File: src/rtl/ibex_fetch_unit.sv
// ibex_fetch_unit: RV32 word fetch with a 2-entry response buffer feeding the ID register.
// Optional FETCH_DISCARD_CNT_EN adds discard_cnt_o, a saturating count of dropped responses.
module ibex_fetch_unit #(
  parameter logic [31:0] DmHaltAddr      = 32'h1A110800,
  parameter logic [31:0] DmExceptionAddr = 32'h1A110808,
  parameter int unsigned FifoDepth       = 2
) (
  input  logic        clk_i,
  input  logic        rst_ni,
  input  logic        req_i,
  input  logic        pc_set_i,
  input  logic [2:0]  pc_mux_i,
  input  logic [1:0]  exc_pc_mux_i,
  input  logic [5:0]  exc_cause_i,
  input  logic [31:0] boot_addr_i,
  input  logic [31:0] branch_target_i,
  input  logic [31:0] csr_mtvec_i,
  input  logic [31:0] csr_mepc_i,
  input  logic [31:0] csr_depc_i,
  input  logic        id_in_ready_i,
  input  logic        instr_valid_clear_i,
  output logic        instr_req_o,
  output logic [31:0] instr_addr_o,
  input  logic        instr_gnt_i,
  input  logic        instr_rvalid_i,
  input  logic [31:0] instr_rdata_i,
  input  logic        instr_err_i,
  output logic        instr_valid_id_o,
  output logic [31:0] instr_rdata_id_o,
  output logic [31:0] pc_id_o,
  output logic        instr_fetch_err_o,
`ifdef FETCH_DISCARD_CNT_EN
  output logic        fetch_busy_o,
  output logic [15:0] discard_cnt_o
`else
  output logic        fetch_busy_o
`endif
);

  logic [31:0] target, exc_target;
  logic        unused_irq_flag;
  assign unused_irq_flag = exc_cause_i[5];

  always_comb begin
    case (exc_pc_mux_i)
      2'd0:    exc_target = {csr_mtvec_i[31:8], 8'h00};
      2'd1:    exc_target = {csr_mtvec_i[31:8], 1'b0, exc_cause_i[4:0], 2'b00};
      2'd2:    exc_target = DmHaltAddr;
      default: exc_target = DmExceptionAddr;
    endcase
    case (pc_mux_i)
      3'd1:    target = branch_target_i;
      3'd2:    target = exc_target;
      3'd3:    target = csr_mepc_i;
      3'd4:    target = csr_depc_i;
      default: target = {boot_addr_i[31:8], 8'h80};
    endcase
    target[1:0] = 2'b00;
  end

  logic [31:0] fetch_addr_q, fetch_addr_d, resp_pc_q, resp_pc_d, stale_addr_q;
  logic [1:0]  outstanding_q, outstanding_d, discard_q, discard_d, fifo_cnt_q, fifo_cnt_d;
  logic        pend_q, pend_d, stale_q, stale_d, err_stop_q, err_stop_d;
  logic [31:0] fifo_rdata_q [2], fifo_rdata_d [2], fifo_pc_q [2], fifo_pc_d [2];
  logic [1:0]  fifo_err_q, fifo_err_d;
  logic        id_valid_q, id_valid_d, id_err_q, id_err_d;
  logic [31:0] id_rdata_q, id_rdata_d, id_pc_q, id_pc_d;

  logic [2:0]  in_flight;
  logic        can_issue, gnt_fire, rsp_push, pop, wr_idx;

  assign in_flight    = {1'b0, fifo_cnt_q} + {1'b0, outstanding_q};
  assign can_issue    = req_i & ~err_stop_q & (in_flight < 3'(FifoDepth));
  assign instr_req_o  = pend_q | can_issue;
  // A request caught by a redirect keeps its original address until granted.
  assign instr_addr_o = stale_q ? stale_addr_q : fetch_addr_q;
  assign gnt_fire     = instr_req_o & instr_gnt_i;
  assign rsp_push     = instr_rvalid_i & ~pc_set_i & (discard_q == 2'd0);
  assign pop          = (fifo_cnt_q != 2'd0) & id_in_ready_i & ~pc_set_i;
  assign wr_idx       = fifo_cnt_q[0] & ~pop;
  assign pend_d       = instr_req_o & ~instr_gnt_i;
  assign stale_d      = pend_d & (pc_set_i | stale_q);

  always_comb begin
    outstanding_d = outstanding_q + {1'b0, gnt_fire} - {1'b0, instr_rvalid_i};
    fetch_addr_d  = fetch_addr_q;
    resp_pc_d     = resp_pc_q;
    discard_d     = discard_q;
    err_stop_d    = err_stop_q;
    if (pc_set_i) begin
      // Everything still in flight after this cycle belongs to the old stream.
      fetch_addr_d = target;
      resp_pc_d    = target;
      discard_d    = outstanding_d;
      err_stop_d   = 1'b0;
    end else begin
      if (gnt_fire && !stale_q) fetch_addr_d = fetch_addr_q + 32'd4;
      if (instr_rvalid_i && discard_q != 2'd0) discard_d = discard_q - 2'd1;
      if (gnt_fire && stale_q) discard_d = discard_d + 2'd1;
      if (rsp_push) begin
        resp_pc_d = resp_pc_q + 32'd4;
        if (instr_err_i) err_stop_d = 1'b1;
      end
    end
  end

  always_comb begin
    fifo_rdata_d = fifo_rdata_q;
    fifo_pc_d    = fifo_pc_q;
    fifo_err_d   = fifo_err_q;
    if (pop) begin
      fifo_rdata_d[0] = fifo_rdata_q[1];
      fifo_pc_d[0]    = fifo_pc_q[1];
      fifo_err_d[0]   = fifo_err_q[1];
    end
    if (rsp_push) begin
      fifo_rdata_d[wr_idx] = instr_err_i ? 32'h0 : instr_rdata_i;
      fifo_pc_d[wr_idx]    = resp_pc_q;
      fifo_err_d[wr_idx]   = instr_err_i;
    end
    fifo_cnt_d = pc_set_i ? 2'd0 : fifo_cnt_q + {1'b0, rsp_push} - {1'b0, pop};

    id_valid_d = id_valid_q;
    id_rdata_d = id_rdata_q;
    id_pc_d    = id_pc_q;
    id_err_d   = id_err_q;
    if (pop) begin
      id_valid_d = 1'b1;
      id_rdata_d = fifo_rdata_q[0];
      id_pc_d    = fifo_pc_q[0];
      id_err_d   = fifo_err_q[0];
    end else if (instr_valid_clear_i) begin
      id_valid_d = 1'b0;
    end
  end

  always_ff @(posedge clk_i or negedge rst_ni) begin
    if (!rst_ni) begin
      fetch_addr_q  <= '0;
      resp_pc_q     <= '0;
      stale_addr_q  <= '0;
      outstanding_q <= '0;
      discard_q     <= '0;
      fifo_cnt_q    <= '0;
      pend_q        <= 1'b0;
      stale_q       <= 1'b0;
      err_stop_q    <= 1'b0;
      for (int i = 0; i < 2; i++) begin
        fifo_rdata_q[i] <= '0;
        fifo_pc_q[i]    <= '0;
      end
      fifo_err_q    <= '0;
      id_valid_q    <= 1'b0;
      id_rdata_q    <= '0;
      id_pc_q       <= '0;
      id_err_q      <= 1'b0;
    end else begin
      fetch_addr_q  <= fetch_addr_d;
      resp_pc_q     <= resp_pc_d;
      stale_addr_q  <= instr_addr_o;
      outstanding_q <= outstanding_d;
      discard_q     <= discard_d;
      fifo_cnt_q    <= fifo_cnt_d;
      pend_q        <= pend_d;
      stale_q       <= stale_d;
      err_stop_q    <= err_stop_d;
      fifo_rdata_q  <= fifo_rdata_d;
      fifo_pc_q     <= fifo_pc_d;
      fifo_err_q    <= fifo_err_d;
      id_valid_q    <= id_valid_d;
      id_rdata_q    <= id_rdata_d;
      id_pc_q       <= id_pc_d;
      id_err_q      <= id_err_d;
    end
  end

  assign instr_valid_id_o  = id_valid_q;
  assign instr_rdata_id_o  = id_rdata_q;
  assign pc_id_o           = id_pc_q;
  assign instr_fetch_err_o = id_err_q;
  assign fetch_busy_o      = (outstanding_q != 2'd0) | (fifo_cnt_q != 2'd0);

`ifdef FETCH_DISCARD_CNT_EN
  logic [15:0] discard_cnt_q, discard_cnt_d;
  always_comb begin
    discard_cnt_d = discard_cnt_q;
    if (instr_rvalid_i && !rsp_push && discard_cnt_q != 16'hFFFF)
      discard_cnt_d = discard_cnt_q + 16'd1;
  end
  always_ff @(posedge clk_i or negedge rst_ni) begin
    if (!rst_ni) discard_cnt_q <= '0;
    else         discard_cnt_q <= discard_cnt_d;
  end
  assign discard_cnt_o = discard_cnt_q;
`endif

endmodule
File: config.mk
export PLATFORM = sky130hd
export DESIGN_NAME = ibex_fetch_unit
export DESIGN_NICKNAME = d
export VERILOG_FILES = /design/src/rtl/ibex_fetch_unit.sv
export SDC_FILE = /design/constraint.sdc
export NUM_CORES = 1
export LEC_CHECK = 0
export ABC_AREA = 1
export CAP_MARGIN = 20
export CORE_ASPECT_RATIO = 1.4
export CORE_MARGIN = 2
export CORE_UTILIZATION = 50
export DETAILED_ROUTE_END_ITERATION = 7
export PLACE_DENSITY = 0.77
export SYNTH_ARGS = -nofsm -noshare
export SYNTH_HDL_FRONTEND = slang
export SYNTH_SLANG_ARGS = --single-unit
File: constraint.sdc
create_clock -name clk_i -period 5.2 [get_ports clk_i]
set_input_delay 0.78 -clock clk_i [delete_from_list [all_inputs] [get_ports clk_i]]
set_output_delay 0.78 -clock clk_i [all_outputs]
set_load 0.01 [all_outputs]
==> results_dict.tcl, run 1 <==
set metrics [dict create \
    rr_worst_depth 8 \
    synth_cells 2136 \
    post-place-ws_ps 1400 \
    synthesis.nets 2356 \
    yosysTopAreaCell "dfrtp_1" \
    ios 312 \
    placed_cell_area_sq_um 18600 \
    power.leakage_nw 9.66 \
    path_class "in -> reg" \
    crit_buf_inv 2 \
    slew_violations 0 \
    async_reset_ff_frac 1.00 \
    period_minus_slack_ps 3310 \
    hold_class "in -> async" \
    core_area_sq_um 30800 \
    synth_seq_cells 295 \
    final.setup.worst_slack_ps 1890 \
    yosys.area.top_type_share 0.473 \
    ant_nets 0 \
    tns_ps 0 \
    drt-total-wl_microns 48500 \
    floorplan.initialDensity 0.507 \
    worstPathCellList "clkdlybuf4s50_1 -> inv_2 -> nand3_2 -> nor2_1 -> nand2_1 -> nand4_1 -> nand2_1 -> o21ai_0 -> nand2_1 -> nand2_1" \
    endpoint_kind "register" \
    drt_iter0_drc 913 \
    power.density_nw_per_um2 476 \
    rsz0062_at_grt "no" \
    critPathMaxStageDelay_ps 770 \
    max_freq_mhz 302 \
    synth_enable_flop_cells 0 \
    fin_area_sq_um 19700 \
    slew_headroom 0.276 \
    status "completed" \
    final-hold-violation-count 0 \
    antenna_found_initial 1 \
    cts_tree "built" \
    io_buffers 288 \
    cts_hold_buf 0 \
    critPathLaunchType "input port" \
    ys.flop_type "dfrtp_1" \
    cpMostUsedCell "nand2_1" \
    grt_max_degree 136 \
    crit_family "simple AND/OR/NAND/NOR gates" \
    synth_area_sq_um 15600 \
    mostFrequentLayoutCells "667 x nand2_1, 295 x dfrtp_1, 286 x clkdlybuf4s50_1" \
    nFillCells 2748 \
    reg2reg_slack_ps 2330 \
    grt-ovfl-total 0 \
    viasPerCell 5.27 \
    final_common_cell "nand2_1" \
    firstDrtPassIters 6 \
    rows 76 \
    ir_drop_uv 299 \
    nNetsFinal 2589 \
    clock_latency_ps 550 \
    ctsResizeCount 0 \
    worstPathArrival_ps 3800 \
    wl_per_cell_microns 17.4 \
    clk_pin_slew_ps 70 \
    dpl.hpwl_microns 35800 \
    vias 14700 \
    dp.cells 2728 \
    finalSetupViolCount 0 \
    grt_pass1_vias 14600 \
    final_cells 2781 \
    cap_viol_max_count 0 \
    synth_area_leaders "dfrtp_1 47%, nand2_1 16%, o21ai_0 7.5%, nor2_1 6.3%, inv_1 6.0%" \
    drive_above_1_share 0.0406 \
    post_cts_buffers 0 \
    worst_pin_slew_ps 1080 \
    htree_levels 1 \
    hold_slack_ps 250 \
    fin_crit_sh 0.637 \
    syn2layout_area_growth_pct 26.1 \
    cpMaxStageDelayCell "clkdlybuf4s50_1" \
    grt_usage 0.295 \
    worstPathMaxFanout 25 \
    die_y_microns 213 \
    ys_warn_count 0 \
    numCtsBuffers 28 \
    grt_first_pass_wirelength_microns 76400 \
    die_w_microns 153 \
    drc 0 \
    critical_path_required_ps 5680 \
    synth_cell_types 43 \
    cts.path.max_buffers 3 \
    r2r-start "discard_q[0]$_DFF_PN0_" \
    dieArea_sq_um 32700 \
    cts_sinks 295 \
    rr_endpoint "fifo_rdata_q[38]$_DFF_PN0_" \
    avgSynthCellArea_sq_um 7.31 \
    finClkSkew_ps 12.3 \
    synth-seq-area-share 0.473 \
    gp_congestion 1.01 \
    clockRootBuffer "clkbuf_16" \
]
how the worst max path moves through the flow:
stage | end | start | slack (ps) | cells after the start
final | fetch_addr_q[4]$_DFFE_PN0P_ | pc_mux_i[2] | 1890 | 10
after global routing | resp_pc_q[4]$_DFFE_PN0N_ | pc_mux_i[2] | 1750 | 10
after CTS | instr_req_o | fifo_cnt_q[0]$_DFF_PN0_ | 1950 | 7
after detailed placement | resp_pc_q[4]$_DFFE_PN0N_ | pc_mux_i[2] | 1400 | 10
after global placement | resp_pc_q[4]$_DFFE_PN0N_ | pc_mux_i[2] | 1400 | 10
after floorplan | fifo_cnt_q[1]$_DFF_PN0_ | pc_set_i | 2920 | 10
final cells by class:
type	count	area [sq um]	area share
Clock inverter	9	198	0.0100
Clock buffer	42	845	0.0429
Timing Repair Buffer	307	3050	0.155
Tap cell	390	488	0.0248
Sequential cell	295	7380	0.375
Antenna cell	1	2.50	0.000127
Inverter	255	958	0.0487
Multi-Input combinational cell	1482	6770	0.344
synth_stat cells (2+ instances only):
| cell type | n |
|---|---|
| nand2_2 | 6 |
| o211ai_1 | 3 |
| nand3_1 | 95 |
| mux2_1 | 30 |
| nor2_4 | 2 |
| a22oi_1 | 5 |
| a21oi_1 | 68 |
| buf_6 | 7 |
| mux2_2 | 5 |
| nand2_1 | 667 |
| o21ai_0 | 233 |
| dfrtp_1 | 295 |
| inv_1 | 248 |
| xnor2_1 | 4 |
| nor2_1 | 263 |
| buf_2 | 35 |
| buf_4 | 8 |
| buf_1 | 6 |
| ha_1 | 7 |
| nand3_2 | 3 |
| xor2_1 | 7 |
| nand4_1 | 32 |
| clkbuf_1 | 48 |
| nor3_1 | 4 |
| o21ai_1 | 7 |
| o22ai_1 | 21 |
| inv_2 | 5 |
| a31oi_1 | 3 |
| nor2_2 | 5 |
per-stage QoR:
stage           util  power, mW
6_report       0.639       9.38
4_1_cts        0.638       9.44
3_5_place_dp   0.604       7.09
5_1_grt        0.639       10.0
3_3_place_gp   0.604       6.96
2_1_floorplan      -       5.55
layer usage:
metal	wire length, microns	part of all wire	GRT usage
met1	18100	0.37	0.332
met2	24700	0.51	0.536
met3	2840	0.059	0.0442
met5	0	0	0
met4	2820	0.058	0.160
power by group:
| part | internal, mW | leakage, nW | switching (mW) | total, mW |
|---|---|---|---|---|
| registers | 3.25 | 3.68 | 0.599 | 3.85 |
| logic | 1.45 | 5.47 | 1.78 | 3.23 |
| clock network | 1.42 | 0.508 | 0.881 | 2.30 |
flip-flops by register name, summed over array words and instances, names as in the netlist:
name               count
pc_id_o               32
pend_q                 1
stale_q                1
fifo_pc_q             62
discard_q              2
outstanding_q          2
fifo_rdata_q          64
fetch_addr_q          30
instr_rdata_id_o      32
instr_valid_id_o       1
err_stop_q             1
fifo_cnt_q             2
instr_fetch_err_o      1
fifo_err_q             2
resp_pc_q             30
stale_addr_q          32
cell families (layout without fill, tap and decap cells):
kind of cell | after synthesis | in the layout | share of synthesized area
flip-flops | 295 | 295 | 0.473
XOR/XNOR | 11 | 11 | 0.00617
multiplexers | 35 | 35 | 0.0252
adder cells (fa/ha/maj) | 8 | 8 | 0.00689
AND/OR/NAND/NOR | 1084 | 1084 | 0.280
buffers and inverters | 359 | 613 | 0.0945
AO/OA/AOI/OAI | 344 | 344 | 0.115
other | 0 | 1 | 0
No activity file was read; power rests on OpenSTA's default activity.
==> inputs of run 2 (changes only) <==
clock period = 3.36 ns   (was 5.2 ns; I/O delays follow)
==> results_dict.tcl, run 2 (synthesis gave the netlist of run 1 again) <==
set metrics [dict create \
    period_minus_slack_ps 2960 \
    die_y_microns 213 \
    hold_class "in -> async" \
    rr_worst_depth 11 \
    rr_endpoint "fetch_addr_q[30]$_DFFE_PN0P_" \
    max_freq_mhz 337 \
    largest-register "fifo_rdata_q" \
    dieArea_sq_um 32700 \
    fin_crit_sh 0.882 \
    cts.path.max_buffers 3 \
    nNetsFinal 2608 \
    worstPathArrival_ps 2460 \
    endpoint_kind "output pin" \
    ctsResizeCount 0 \
    drt-total-wl_microns 45900 \
    diodes 0 \
    worstPathCellList "nand2_1 -> inv_1 -> fa_1 -> nor2_1 -> nand2_1 -> nand2_1 -> clkdlybuf4s50_1" \
    cts_tree "built" \
    fin_area_sq_um 19800 \
    finalSetupViolCount 0 \
    dpl.hpwl_microns 34400 \
    drt_iter0_drc 951 \
    ant_nets 0 \
    clockRootBuffer "clkbuf_16" \
    viasPerCell 5.23 \
    violations "hold timing" \
    clk_pin_slew_ps 60 \
    crit_start "fifo_cnt_q[0]$_DFF_PN0_" \
    drive_above_1_share 0.0490 \
    critPathMaxStageDelay_ps 580 \
    ir_drop_uv 353 \
    endpoint "instr_req_o" \
    die_w_microns 153 \
    cpMaxStageDelayCell "clkdlybuf4s50_1" \
    critical_path_required_ps 2860 \
    clock_latency_ps 550 \
    ios 312 \
    wl_met2_microns 22600 \
    grt_usage 0.276 \
    rows 76 \
    wl_per_cell_microns 16.4 \
    htree_levels 1 \
    grt-ovfl-total 0 \
    grt_pass1_vias 14100 \
    reg2reg_slack_ps 610 \
    rsz0062_at_grt "no" \
    power.leakage_nw 9.74 \
    grt_first_pass_wirelength_microns 72300 \
    antenna_found_initial 0 \
    placed_cell_area_sq_um 18800 \
    r2r-start "fifo_cnt_q[0]$_DFF_PN0_" \
    path_class "reg -> out" \
    reg.largest.list "fifo_rdata_q (64), fifo_pc_q (62)" \
    numCtsBuffers 28 \
    final.setup.worst_slack_ps 395 \
    post_cts_buffers 0 \
    power_mw 14.2 \
    worst_pin_slew_ps 842 \
    fin_util 0.644 \
    critPathLaunchType "register" \
    largest_reg_flops 64 \
    final_common_cell "nand2_1" \
    cts_sinks 295 \
    tns_ps 0 \
    worstPathMaxFanout 4 \
    slew_violations 0 \
    cap_viol_max_count 0 \
    final-hold-violation-count 15 \
    vias 14600 \
    floorplan.initialDensity 0.507 \
    status "complete, but fails checks" \
    core_area_sq_um 30800 \
    hold_slack_ps -29.9 \
    post-place-ws_ps 497 \
    wl_met1_microns 17500 \
    grt_max_degree 134 \
    final_cells 2799 \
    mostFrequentLayoutCells "667 x nand2_1, 295 x dfrtp_1, 286 x clkdlybuf4s50_1" \
    power.density_nw_per_um2 718 \
    cts_hold_buf 0 \
    wl_met3_microns 2720 \
    io_buffers 288 \
    syn2layout_area_growth_pct 27.0 \
    slew_headroom 0.438 \
    firstDrtPassIters 6 \
    gp_congestion 0.989 \
    drc 0 \
    cpMostUsedCell "nand2_1" \
    finClkSkew_ps 7.20 \
    top_layer "met4" \
    dp.cells 2747 \
]
## run 2: cell count changes in the layout (fill, tap and decap cells not counted)
cell,delta
bufinv_16,-4
clkinvlp_4,+1
buf_12,+7
clkbuf_1,-2
clkinv_2,+3
clkbuf_8,+2
diode_2,-1
buf_4,+12
## run 2: metal layers
metal,global-route usage,up-vias
met5,0,-
met4,0.168,0
met3,0.0384,126
met2,0.490,538
met1,0.317,6766
li1,-,7218
## run 2: worst max-delay path, delay by kind of cell, from the launching register on
family / cells / cell delay, ps
buf+inv: 2 / 620
simple gates: 4 / 420
flops: 1 / 450
fa+ha+maj: 1 / 430
## run 2: area by class of cell
type                            instances  area (sq um)
Fill cell                            2707         11000
Multi-Input combinational cell       1482          6770
Timing Repair Buffer                  326          3280
Clock inverter                          9           100
Clock buffer                           42           865
Tap cell                              390           488
Sequential cell                       295          7380
Inverter                              255           958
## run 2: worst min-delay path by stage
stage	from	to	slack (ps)	cells past startpoint
finish	rst_ni	pc_id_o[14]$_DFFE_PN0P_	-30	1
floorplan	rst_ni	discard_q[0]$_DFF_PN0_	210	0
global placement	stale_addr_q[0]$_DFF_PN0_	stale_addr_q[0]$_DFF_PN0_	450	2
detailed placement	fifo_pc_q[47]$_DFF_PN0_	pc_id_o[15]$_DFFE_PN0P_	450	2
global route	rst_ni	pc_id_o[14]$_DFFE_PN0P_	30	1
CTS	rst_ni	pc_id_o[14]$_DFFE_PN0P_	6	1
## run 2: power breakdown
group / leakage [nW] / internal (mW) / switching [mW]
logic: 5.58 / 2.29 / 2.74
registers: 3.68 / 5.03 / 0.924
clock network: 0.475 / 1.92 / 1.34
